==> src/rtl/rv32i_types.sv <==
// ============================================================================
// rv32i_types : shared CPU type definitions (memory arbiter state encoding)
// Rev 1.0
// ============================================================================
`default_nettype none

package rv32i_types;

   typedef enum logic [1:0] {
      IDLE    = 2'd0,
      SERVE_I = 2'd1,
      SERVE_D = 2'd2
   } arb_state_t;

endpackage

`default_nettype wire

==> src/rtl/mem_arbiter.sv <==
// ============================================================================
// mem_arbiter : shares one memory port between fetch (64b) and LSQ (32b)
// Rev 1.0
// ============================================================================
`default_nettype none

module mem_arbiter
   import rv32i_types::*;
#(
   parameter int width        = 32,
   parameter int STARVE_LIMIT = 4
) (
   input  logic                  clk,
   input  logic                  rst,
   input  logic                  i_read,
   input  logic [width-1:0]      i_addr,
   output logic [2*width-1:0]    i_rdata,
   output logic                  i_resp,
   input  logic                  d_read,
   input  logic                  d_write,
   input  logic [width/8-1:0]    d_be,
   input  logic [width-1:0]      d_addr,
   input  logic [width-1:0]      d_wdata,
   output logic [width-1:0]      d_rdata,
   output logic                  d_resp,
   output logic                  mem_read,
   output logic                  mem_write,
   output logic [width-1:0]      mem_addr,
   output logic [width/4-1:0]    mem_be,
   output logic [2*width-1:0]    mem_wdata,
   input  logic [2*width-1:0]    mem_rdata,
   input  logic                  mem_resp
);

   localparam logic [2:0] c_limit = 3'(STARVE_LIMIT);

   arb_state_t             r_state;
   arb_state_t             w_next;
   logic                   r_write;
   logic [width-1:0]       r_addr;
   logic [width/4-1:0]     r_be;
   logic [2*width-1:0]     r_wdata;
   logic [2:0]             r_starve;
   logic                   w_d_req;
   logic                   w_grant_i;
   logic                   w_grant_d;

   assign w_d_req = d_read | d_write;
   assign i_rdata = mem_rdata;
   assign d_rdata = mem_rdata[width-1:0];

   always_comb begin
      w_next    = r_state;
      w_grant_i = 1'b0;
      w_grant_d = 1'b0;
      mem_read  = 1'b0;
      mem_write = 1'b0;
      mem_addr  = '0;
      mem_be    = '0;
      mem_wdata = '0;
      i_resp    = 1'b0;
      d_resp    = 1'b0;
      case (r_state)
         IDLE: begin
            // Data side wins unless fetch has been passed over STARVE_LIMIT times
            if (w_d_req && !(i_read && (r_starve == c_limit))) begin
               w_grant_d = 1'b1;
               w_next    = SERVE_D;
            end else if (i_read) begin
               w_grant_i = 1'b1;
               w_next    = SERVE_I;
            end
         end
         SERVE_I, SERVE_D: begin
            mem_read  = ~r_write;
            mem_write = r_write;
            mem_addr  = r_addr;
            mem_be    = r_be;
            mem_wdata = r_wdata;
            if (r_state == SERVE_I) i_resp = mem_resp;
            else                    d_resp = mem_resp;
            if (mem_resp) w_next = IDLE;
         end
         default: w_next = IDLE;
      endcase
   end

   always_ff @(posedge clk) begin
      if (rst) begin
         r_state  <= IDLE;
         r_write  <= 1'b0;
         r_addr   <= '0;
         r_be     <= '0;
         r_wdata  <= '0;
         r_starve <= '0;
      end else begin
         r_state <= w_next;
         if (w_grant_i) begin
            r_write <= 1'b0;
            r_addr  <= i_addr;
            r_be    <= '1;
            r_wdata <= '0;
         end else if (w_grant_d) begin
            // Write wins if both d_read and d_write are raised
            r_write <= d_write;
            r_addr  <= {d_addr[width-1:2], 2'b00};
            r_be    <= {{(width/8){1'b0}}, d_be};
            r_wdata <= {{width{1'b0}}, d_wdata};
         end
         if (r_state == IDLE) begin
            if (!i_read || w_grant_i)
               r_starve <= '0;
            else if (w_grant_d && (r_starve != c_limit))
               r_starve <= r_starve + 3'd1;
         end
      end
   end

endmodule

`default_nettype wire

==> config.mk <==
export PLATFORM = sky130hd
export DESIGN_NAME = mem_arbiter
export DESIGN_NICKNAME = d
export VERILOG_FILES = /design/src/rtl/rv32i_types.sv /design/src/rtl/mem_arbiter.sv
export SDC_FILE = /design/constraint.sdc
export NUM_CORES = 1
export LEC_CHECK = 0
export ABC_CLOCK_PERIOD_IN_PS = 5500
export BUFFER_PORTS_ARGS = -buffer_cell sky130_fd_sc_hd__buf_2
export CORE_AREA = 3 3 146 148
export CTS_CLUSTER_DIAMETER = 50
export CTS_CLUSTER_SIZE = 40
export DETAILED_ROUTE_END_ITERATION = 7
export DIE_AREA = 0 0 149 151
export GPL_TIMING_DRIVEN = 0
export PLACE_DENSITY = 0.64
export SETUP_SLACK_MARGIN = 0.05
export SYNTH_ARGS = -nofsm -noshare
export SYNTH_HDL_FRONTEND = slang
export SYNTH_SLANG_ARGS = --single-unit
==> constraint.sdc <==
create_clock -name clk -period 5.5 [get_ports clk]
set_clock_uncertainty 0.05 [all_clocks]
set_input_delay 1.1 -clock clk [delete_from_list [all_inputs] [get_ports clk]]
set_output_delay 1.1 -clock clk [all_outputs]
set_load 0.01 [all_outputs]
# --- After elaboration in Yosys (flattened, before gate mapping) ---
# Cells that the tools add are included.
classes:
  addsub: 1
  eq_ne: 6
  mux: 24
  n_bitwise: 2
  n_reduce_logical: 13
op_table:
  columns: ["operator", "n"]
  rows:
  - ["$mux 32", 4]
  - ["$mux 8", 3]
  - ["$mux 1", 11]
  - ["$mux 2", 3]
  - ["$mux 3", 2]
  - ["$ne 3x3->1 const B", 2]
  - ["$pmux 2 s2", 1]
  - ["$reduce_and 2->1", 2]
  - ["$reduce_bool 2->1", 2]
  - ["$reduce_or 2->1", 2]
  - ["$add 3x1->3 const B", 1]
  - ["$eq 3x3->1 const B", 1]
  - ["$logic_and 1x1->1", 3]
  - ["$eq 2x1->1 const B", 1]
  - ["$eq 2x2->1 const B", 1]
  - ["$logic_not 1->1", 2]
  - ["$logic_not 2->1", 1]
  - ["$ne 2x2->1 const B", 1]
  - ["$logic_or 1x1->1", 1]
  - ["$not 1->1", 1]
  - ["$or 1x1->1", 1]
word_totals:
  ff_bits: 78
  inputBits: 170
  wordCells: 52

# --- Longest topological paths before layout ---
# Gate-level depths: netlist (run 1).
depth:
  depth_word: 9
  depth_mapped: 8
  ltp_nobuf: 5

# --- Least setup slack after synthesis (run 1) ---
# Ideal clock, no wire load.
synth_path:
  path_type: "reg-to-output"
  start: "register r_state[0]"
  end: "output mem_be[5]"
  arrival_ns: 1.496
  slack_ns: 2.854
  path_stages_with_launch: 7
  path_cell_list: "dfxtp_1 > inv_1 > ha_1 > clkbuf_1 > clkbuf_1 > and2_1 > buf_4"
synth_via:
  elab_chain_cells: 3
  word_cells_on_any_way: 4
  cone_classes: "2 x eq/ne; 1 x mux; 1 x reduce/logical"
synth_lines:
  columns: ["element", "line_no", "rtl"]
  rows:
  - ["from (decl)", "mem_arbiter.sv:37", "arb_state_t r_state;"]
  - ["from (signal assigned)", "mem_arbiter.sv:97", "r_state <= w_next;"]
  - ["$eq 2x1->1 or $eq 2x2->1 (tied branches)", "mem_arbiter.sv:63", "case (r_state)"]
  - ["$reduce_or 2->1 *", "mem_arbiter.sv:63", null]
  - ["$mux 8 *", "mem_arbiter.sv:63", null]
  - ["to (decl)", "mem_arbiter.sv:29", "output logic [width/4-1:0] mem_be,"]
# Every way passes the cells marked *; elsewhere a longest branch is shown, timed or not.

# --- Worst setup path after layout (run 1) ---
layout_path:
  start: "register r_state[0]"
  end: "output mem_be[6]"
# Same word-level chain as after synthesis.

==> results of run 1 <==
-- through the flow --
step	total power, uW	cells	util [%]	hold WS [ps]	setup WS (ps)
CTS	1741	1204	34.65	424.4	1765
finish	1711	1204	34.65	423.3	1854
floorplan	934.0	646	-	397.1	2854
global placement	1109	1188	33.16	409.9	2190
detailed placement	1114	1188	33.16	414.9	2130
global route	1804	1204	34.65	447.9	1561
-- registers in the layout (all words and copies together) (netlist names) --
register  cells
r_state       2
r_starve      3
r_write       1
r_wdata      32
r_be          5
r_addr       32
-- layer usage --
layer	global-route usage (%)	share of wire (%)	up-vias
li1	-	-	2552
met2	26.43	52	236
met1	16.94	39	2294
met3	3.980	8.1	17
met4	3.112	0.98	4
met5	0	0.15	-
-- cell families after synthesis --
| group | count (synthesis) |
|---|---|
| flip-flops | 75 |
| adder cells (fa/ha/maj) | 5 |
| AND/OR/NAND/NOR | 225 |
| AO/OA/AOI/OAI | 123 |
| other | 1 |
| buffers and inverters | 186 |
-- critical path, cell delays in order (launching register included) --
cell,delay [ps]
dfxtp_1,350
inv_1,70
ha_1,290
clkbuf_1,370
clkbuf_1,510
and2_1,310
buf_4,140
buf_2,110
-- final timing paths --
check / cells past startpoint / endpoint / from
worst max-delay path: 7 / mem_be[6] / r_state[0]
worst min-delay path: 2 / r_addr[0] / r_addr[0]
worst max register to register: 6 / r_wdata[24] / r_starve[0]
worst min register to register: 2 / r_addr[0] / r_addr[0]
-- report_power, final --
group | switching (uW) | internal, uW
logic | 266 | 221
registers | 20.3 | 591
clock network | 259 | 354
-- cell usage after synthesis --
cell,instances
nor4b_1,1
a2111o_1,1
buf_2,22
and2_1,74
o2111ai_1,1
a21oi_1,8
o31ai_4,1
nand2_1,32
a21o_4,1
o2bb2ai_2,1
conb_1,1
and3_1,2
o21a_1,1
dfxtp_1,75
nor2b_1,3
o21ai_1,24
o21ai_0,19
a31oi_1,34
a21o_1,2
nor2_1,4
ha_1,5
nand3_1,98
nand3b_1,3
inv_1,4
a21oi_2,30
nand2b_1,5
nand4b_1,1
nor3_2,1
buf_4,137
buf_6,4
nand3_2,1
clkbuf_1,19
-- final cells by class --
| class | instances | share of cell area, % |
|---|---|---|
| clock inverter | 7 | 1.074 |
| timing repair buffer | 272 | 19.48 |
| sequential | 75 | 21.48 |
| inverter | 4 | 0.2148 |
| buffer | 182 | 17.96 |
| multi-input combinational | 385 | 31.74 |
| tap | 270 | 4.834 |
| clock buffer | 9 | 3.222 |
==> impl_metrics.csv, run 1 <==
group,metric,value,unit
outcome,run_status,"completed",
die,die_w,149,um
logic_synthesis,synth_cell_types,32,
cells_and_area,nets,1104,
die,die_h,151,um
routing,drt_iter0_markers,164,
die,ios,374,
setup_path,cp.arrival,2500,ps
logic_synthesis,synth_top_area_share,30.81,%
place,dpl_cell_area,6689,sq um
place,port_buffers,272,
cells_and_area,final_cell_mix,"buf_2, buf_4, nand3_1",
clock_network,post_cts_buffers,0,
routing,final_antenna_net_count,0,
clock_network,cts_inserted_buffers,9,
global_routing,antenna_found_initial,2,
logic_synthesis,synth_area,4873,sq um
logic_synthesis,synth_top_family_by_area,"buffers and inverters",
cells_and_area,nFillCells,2190,
timing,hold_viol,0,
timing,setup_tns,0,ps
die,initial_utilization,24.16,%
timing,finalCritPeriodShare,66.29,%
timing,fin_crit,3646,ps
logic_synthesis,synth_cells,615,
die,die-area,22500,sq um
setup_path,end_kind,"output pin",
power,cellLeakagePower,0.003500,uW
clock_network,clk_pin_slew,50,ps
routing,drt-pass1-iter-count,4,
routing,drc_errors,0,
flow_run,maxCapViolations,0,
logic_synthesis,syn_avg_cell_area,7.924,sq um
setup_path,rrSetupSlack,3590,ps
place,hpwlAfterDp,13.95,mm
timing,setup_viol,0,
logic_synthesis,yosysTopAreaCell,"dfxtp_1",
setup_path,crit_required,4350,ps
clock_network,cts_sinks,75,
timing,rsz0062_at_grt,"no",
logic_synthesis,muxShareOfSynthArea,0,%
clock_network,post_cts_resized,0,
clock_network,clk_latency,340,ps
clock_network,cts_max_level,3,
global_routing,grt_pass1_wl,25.54,mm
timing,maxSlewHeadroom,54.11,%
power,ir_drop,0.1309,mV
logic_synthesis,synth_xor_area_share,0,%
routing,wl,17.67,mm
timing,fmax,274.3,MHz
logic_synthesis,synth_fa_ha_area_share,1.284,%
routing,routedWlPerCell,14.68,um
global_routing,overflow,0,
cells_and_area,drive_gt1_share,52.03,%
setup_path,crit_fanout,10,
clock_network,clock_path_buffers,2,
die,core-area,20170,sq um
cells_and_area,n_antenna_cell,0,
setup_path,startpoint_type,"flip-flop",
min_path,hp-class,"flip-flop to flip-flop",
cells_and_area,stdcell_area,6989,sq um
logic_synthesis,yosysSeqAreaShare,30.81,%
cells_and_area,seqCellArea,1501,sq um
timing,maxSlewViolCount,0,
logic_synthesis,synth_area_leaders,"dfxtp_1, buf_4, nand3_1, and2_1, a21oi_2",
global_routing,grt_max_degree,15,
logic_synthesis,ys_ff_latch,75,
routing,vias,5103,
global_routing,grt_pass1_vias,4821,
clock_network,tritoncts,"yes",
clock_network,ctsHoldBuffers,0,
place,gp_congestion,0.7927,
timing,tightest_slew,688.3,ps
cells_and_area,synthToLayoutAreaGrowth,43.41,%
logic_synthesis,ys_warn_count,0,
clock_network,cts-root-buf,"clkbuf_16",
cells_and_area,final_common_cell,"buf_2",
global_routing,track_usage,14.48,%
setup_path,critPathKind,"flip-flop to output pin",
routing,viasPerCell,4.238,
logic_synthesis,synth-simple-area-share,24.85,%
die,rows,52,
logic_synthesis,synth_compound_area_share,16.92,%
cells_and_area,multi_input_area,2218,sq um
power,powerDensity,244.9,nW/um^2
No activity file was read; power rests on OpenSTA's default activity.
==> run 2, diff against run 1 <==
--- a/config.mk
+++ b/config.mk
@@ -5,7 +5,7 @@
 export SDC_FILE = /design/constraint.sdc
 export NUM_CORES = 1
 export LEC_CHECK = 0
-export ABC_CLOCK_PERIOD_IN_PS = 5500
+export ABC_CLOCK_PERIOD_IN_PS = 3200
 export BUFFER_PORTS_ARGS = -buffer_cell sky130_fd_sc_hd__buf_2
 export CORE_AREA = 3 3 146 148
 export CTS_CLUSTER_DIAMETER = 50
@@ -13,7 +13,7 @@
 export DETAILED_ROUTE_END_ITERATION = 7
 export DIE_AREA = 0 0 149 151
 export GPL_TIMING_DRIVEN = 0
-export PLACE_DENSITY = 0.64
+export PLACE_DENSITY = 0.66
 export SETUP_SLACK_MARGIN = 0.05
 export SYNTH_ARGS = -nofsm -noshare
 export SYNTH_HDL_FRONTEND = slang
==> constraint.sdc (replaced) <==
create_clock -name clk -period 3.2 [get_ports clk]
set_clock_uncertainty 0.05 [all_clocks]
set_input_delay 0.64 -clock clk [delete_from_list [all_inputs] [get_ports clk]]
set_output_delay 0.64 -clock clk [all_outputs]
set_load 0.01 [all_outputs]
==> impl_metrics.csv, run 2 (synthesized netlist as in run 1, its figures left out) <==
group,metric,value,unit
flow_run,maxCapViolations,0,
clock_network,clk_pin_slew,60,ps
outcome,run_status,"completed",
timing,maxSlewViolCount,0,
routing,drt_iter0_markers,218,
routing,vias,5138,
global_routing,busiest_layer,"met2",
clock_network,clk_latency,340,ps
global_routing,met2_usage,26.61,%
place,gp_congestion,0.8319,
timing,setup_tns,0,ps
global_routing,antenna_found_initial,2,
setup_path,end_kind,"output pin",
timing,rsz0062_at_grt,"no",
clock_network,cts_inserted_buffers,9,
routing,wl,17.82,mm
die,die-area,22500,sq um
timing,hold_viol,0,
cells_and_area,final_cell_mix,"buf_2, buf_4, nand3_1",
setup_path,r2r_start,"r_state[1]",
die,initial_utilization,24.16,%
routing,viasPerCell,4.267,
cells_and_area,nFillCells,2224,
min_path,hp-class,"flip-flop to flip-flop",
cells_and_area,final_common_cell,"buf_2",
global_routing,grtUsageMet3,4.488,%
routing,drc_errors,0,
clock_network,cts_max_level,3,
cells_and_area,nets,1104,
die,die_w,149,um
power,ir_drop,0.2170,mV
timing,tightest_slew,628.8,ps
cells_and_area,reg.largest.list,"r_addr (32), r_wdata (32), r_be (5)",
clock_network,cts_sinks,75,
setup_path,critPathKind,"flip-flop to output pin",
place,port_buffers,272,
clock_network,cts-root-buf,"clkbuf_16",
cells_and_area,fin_util,34.48,%
setup_path,cp.arrival,2130,ps
power,cellLeakagePower,0.003494,uW
routing,drt-pass1-iter-count,4,
timing,fin_crit,2819,ps
die,core-area,20170,sq um
setup_path,critPathLaunch,"r_state[0]",
setup_path,crit_buf_inv,4,
clock_network,clock_path_buffers,2,
die,die_h,151,um
routing,final_antenna_net_count,0,
die,rows,52,
min_path,hold_path.startpoint,"r_addr[0]",
setup_path,crit_chain,"inv_1 > ha_1 > clkbuf_2 > clkbuf_1 > and2_1 > buf_2",
timing,finalCritPeriodShare,88.09,%
clock_network,post_cts_buffers,0,
timing,maxSlewHeadroom,58.08,%
setup_path,crit_required,2510,ps
cells_and_area,synthToLayoutAreaGrowth,42.70,%
global_routing,track_usage,14.59,%
global_routing,grt_pass1_vias,4845,
setup_path,critPathSlowestCell,"clkbuf_1",
setup_path,crit_fanout,10,
setup_path,critPathMaxStageDelay,480,ps
power,powerDensity,407.3,nW/um^2
die,ios,374,
place,hpwlAfterDp,14.04,mm
cells_and_area,n_antenna_cell,0,
cells_and_area,fin_cells,1204,
setup_path,startpoint_type,"flip-flop",
timing,fmax,354.7,MHz
clock_network,ctsHoldBuffers,0,
place,dp.cells,1188,
global_routing,met1_usage,16.89,%
global_routing,grt_max_degree,13,
cells_and_area,drive_gt1_share,52.03,%
global_routing,overflow,0,
timing,setup_viol,0,
clock_network,tritoncts,"yes",
global_routing,grt_pass1_wl,25.54,mm
setup_path,crit_family,"buffers and inverters",
routing,routedWlPerCell,14.80,um
[run 2: area by class of cell]
cell class	instances	area [sq um]	share of cell area, %
Multi-Input combinational cell	385	2218	31.90
Tap cell	270	337.8	4.858
Buffer	182	1257	18.08
Timing Repair Buffer	272	1361	19.58
Clock buffer	11	232.7	3.347
Inverter	4	15.01	0.2159
Clock inverter	5	30.03	0.4318
Sequential cell	75	1501	21.59
[run 2: report_power, final]
part / internal (uW) / leakage [uW] / switching (uW)
clock network: 522 / 0.000125 / 422
logic: 380 / 0.00275 / 457
registers: 1020 / 0.000618 / 34.4
total: 1920 / 0.00349 / 913
[run 2: metrics by stage]
stage	instance area (sq um)	setup slack, ps	hold WS (ps)	power [uW]
after floorplan	4990	1014	397.1	1605
after global placement	6689	367.9	409.1	1905
after detailed placement	6689	311.8	410.2	1917
after CTS	6953	114.3	422.2	2879
after global routing	6954	216.4	442.1	2996
final	6954	381.1	420.5	2832
[run 2: worst register-to-register path: cells and delay by family, from the launching register on]
kind	cells	cell delay, ps
buffers and inverters	4	760
adders and majority gates	1	170
AOI/OAI and AO/OA	2	340
and+or+nand+nor	1	140
DFF	1	300
[run 2: timing repair]
item,4_1_cts,5_1_grt
gates resized for setup,1,2
endpoints found under the setup margin,4,10
pin swaps,0,0
[run 2: worst paths after layout]
kind,endpoint,slack [ps],cells after the start
min reg2reg,r_addr[0],420,2
max,mem_addr[14],380,6
max reg2reg,r_wdata[9],1380,8
min,r_addr[0],420,2
[run 2: per-layer routing]
layer	wire length (um)	part of all wire (%)	vias to the layer above
met1	6974	39	2334
met5	34	0.19	-
li1	-	-	2550
met2	9163	51	231
met3	1527	8.6	19
met4	121	0.68	4
==> run 3, diff against run 2 <==
--- a/config.mk
+++ b/config.mk
@@ -5,15 +5,14 @@
 export SDC_FILE = /design/constraint.sdc
 export NUM_CORES = 1
 export LEC_CHECK = 0
-export ABC_CLOCK_PERIOD_IN_PS = 3200
+export ABC_CLOCK_PERIOD_IN_PS = 3050
 export BUFFER_PORTS_ARGS = -buffer_cell sky130_fd_sc_hd__buf_2
-export CORE_AREA = 3 3 146 148
+export CORE_AREA = 3 3 143 145
 export CTS_CLUSTER_DIAMETER = 50
 export CTS_CLUSTER_SIZE = 40
 export DETAILED_ROUTE_END_ITERATION = 7
-export DIE_AREA = 0 0 149 151
+export DIE_AREA = 0 0 146 148
 export GPL_TIMING_DRIVEN = 0
-export PLACE_DENSITY = 0.66
 export SETUP_SLACK_MARGIN = 0.05
 export SYNTH_ARGS = -nofsm -noshare
 export SYNTH_HDL_FRONTEND = slang
==> constraint.sdc (replaced) <==
create_clock -name clk -period 3.05 [get_ports clk]
set_clock_uncertainty 0.05 [all_clocks]
set_input_delay 0.61 -clock clk [delete_from_list [all_inputs] [get_ports clk]]
set_output_delay 0.61 -clock clk [all_outputs]
set_load 0.01 [all_outputs]
==> impl_metrics.csv, run 3 (synthesized netlist as in run 1, its figures left out) <==
group,metric,value,unit
place,hpwlAfterDp,13.82,mm
timing,maxSlewViolCount,0,
cells_and_area,nFillCells,2120,
clock_network,cts_inserted_buffers,9,
outcome,run_status,"completed",
timing,finalCritPeriodShare,92.24,%
min_path,min_path_cells,2,
timing,rsz0062_at_grt,"no",
global_routing,grt_pass1_vias,5074,
setup_path,crit_fanout,10,
timing,hold_viol,0,
routing,wl,17.61,mm
cells_and_area,reg.largest.list,"r_addr (32), r_wdata (32), r_be (5)",
clock_network,post_cts_buffers,0,
die,die-area,21610,sq um
clock_network,cts_max_level,3,
routing,vias,5088,
cells_and_area,nets,1104,
timing,fmax,355.5,MHz
clock_network,cts-root-buf,"clkbuf_16",
clock_network,clk_latency,340,ps
die,die_h,148,um
cells_and_area,final_common_cell,"buf_2",
setup_path,end_kind,"output pin",
setup_path,crit_required,2390,ps
setup_path,critPathSlowestCell,"clkbuf_1",
power,powerDensity,456.7,nW/um^2
global_routing,grt_pass1_wl,27.03,mm
die,ios,374,
cells_and_area,n_antenna_cell,0,
timing,setup_tns,0,ps
setup_path,crit_family,"buffers and inverters",
power,cellLeakagePower,0.003532,uW
cells_and_area,drive_gt1_share,52.36,%
timing,setup_viol,0,
setup_path,path_depth,6,
routing,drc_errors,0,
global_routing,track_usage,15.54,%
global_routing,grt_max_degree,16,
cells_and_area,multi_input_area,2218,sq um
setup_path,ff2ff_path_depth,6,
power,ir_drop,0.2538,mV
timing,fin_crit,2813,ps
timing,tightest_slew,658.4,ps
cells_and_area,final_cell_mix,"buf_2, buf_4, nand3_1",
die,die_w,146,um
routing,final_antenna_net_count,0,
clock_network,cts_sinks,75,
timing,setup_slack,236.7,ps
routing,viasPerCell,4.244,
clock_network,clock_path_buffers,2,
routing,drt_iter0_markers,203,
setup_path,crit_chain,"inv_1 > ha_1 > clkbuf_2 > clkbuf_1 > and2_1 > buf_2",
timing,maxSlewHeadroom,56.11,%
die,initial_utilization,25.21,%
die,rows,51,
place,port_buffers,272,
routing,drt-pass1-iter-count,4,
place,gp_congestion,0.7923,
routing,routedWlPerCell,14.68,um
cells_and_area,seqCellArea,1501,sq um
setup_path,crit_buf_inv,4,
global_routing,overflow,0,
die,core-area,19330,sq um
place,place_ws,240.5,ps
flow_run,maxCapViolations,0,
global_routing,antenna_found_initial,1,
setup_path,startpoint_type,"flip-flop",
clock_network,clk_pin_slew,60,ps
setup_path,critPathMaxStageDelay,460,ps
clock_network,tritoncts,"yes",
min_path,hp-class,"flip-flop to flip-flop",
setup_path,critPathKind,"flip-flop to output pin",
place,dpl_cell_area,6683,sq um
cells_and_area,stdcell_area,7019,sq um
setup_path,cp.arrival,2150,ps
cells_and_area,fin_util,36.30,%
cells_and_area,synthToLayoutAreaGrowth,44.03,%
run 3: changes by cell type in the layout (fill, tap and decap cells not counted), sizes merged:
cell,before,now
clkbuf,30,28
inv,4,8
clkinv,3,0
bufinv,0,2
clkinvlp,2,1
run 3: layout make-up:
type	count	area share [%]
Timing Repair Buffer	272	19.39
Tap cell	265	4.724
Clock buffer	9	3.209
Sequential cell	75	21.39
Buffer	182	17.93
Clock inverter	7	1.533
Multi-Input combinational cell	385	31.60
Inverter	4	0.2139
run 3: worst paths after layout:
check	startpoint	to	slack [ps]
worst max-delay path	r_state[0]	mem_addr[23]	240
worst min-delay path	r_addr[0]	r_addr[0]	420
worst max register to register	r_starve[0]	r_state[1]	1230
worst min register to register	r_addr[0]	r_addr[0]	420
run 3: repair_timing:
item                       in CTS  in global routing
setup endpoints to repair      19                  0
gates resized for setup         3                  0
hold buffers                    0                  0
run 3: worst register-to-register path: stages (launching register included):
cell      delay [ps]
dfxtp_1          370
inv_1             60
ha_1             250
nand3_2          150
clkbuf_1         530
nand4b_1         200
a21oi_1          160
run 3: metal layers:
metal  routed length, um  vias to the layer above  global-route usage (%)  share of wire [%]
li1                    -                     2544                       -                  -
met1                7141                     2311                   18.56                 41
met2                8930                      213                   27.56                 51
met3                1310                       18                   4.506                7.4
met4                 209                        2                   3.810                1.2
met5                  13                        -                       0              0.074
run 3: report_power, final:
part / internal, uW / total [uW] / switching [uW]
clock network: 735 / 1230 / 495
registers: 1070 / 1100 / 36.2
logic: 400 / 873 / 474
total: 2200 / 3210 / 1010
run 3: per-stage QoR:
| stage | hold WS [ps] | instances | power [uW] |
|---|---|---|---|
| CTS | 422.8 | 1199 | 3261 |
| finish | 423.0 | 1199 | 3206 |
| global placement | 409.4 | 1183 | 1994 |
| detailed placement | 412.1 | 1183 | 2002 |
| floorplan | 397.1 | 646 | 1684 |
| global route | 444.1 | 1199 | 3376 |
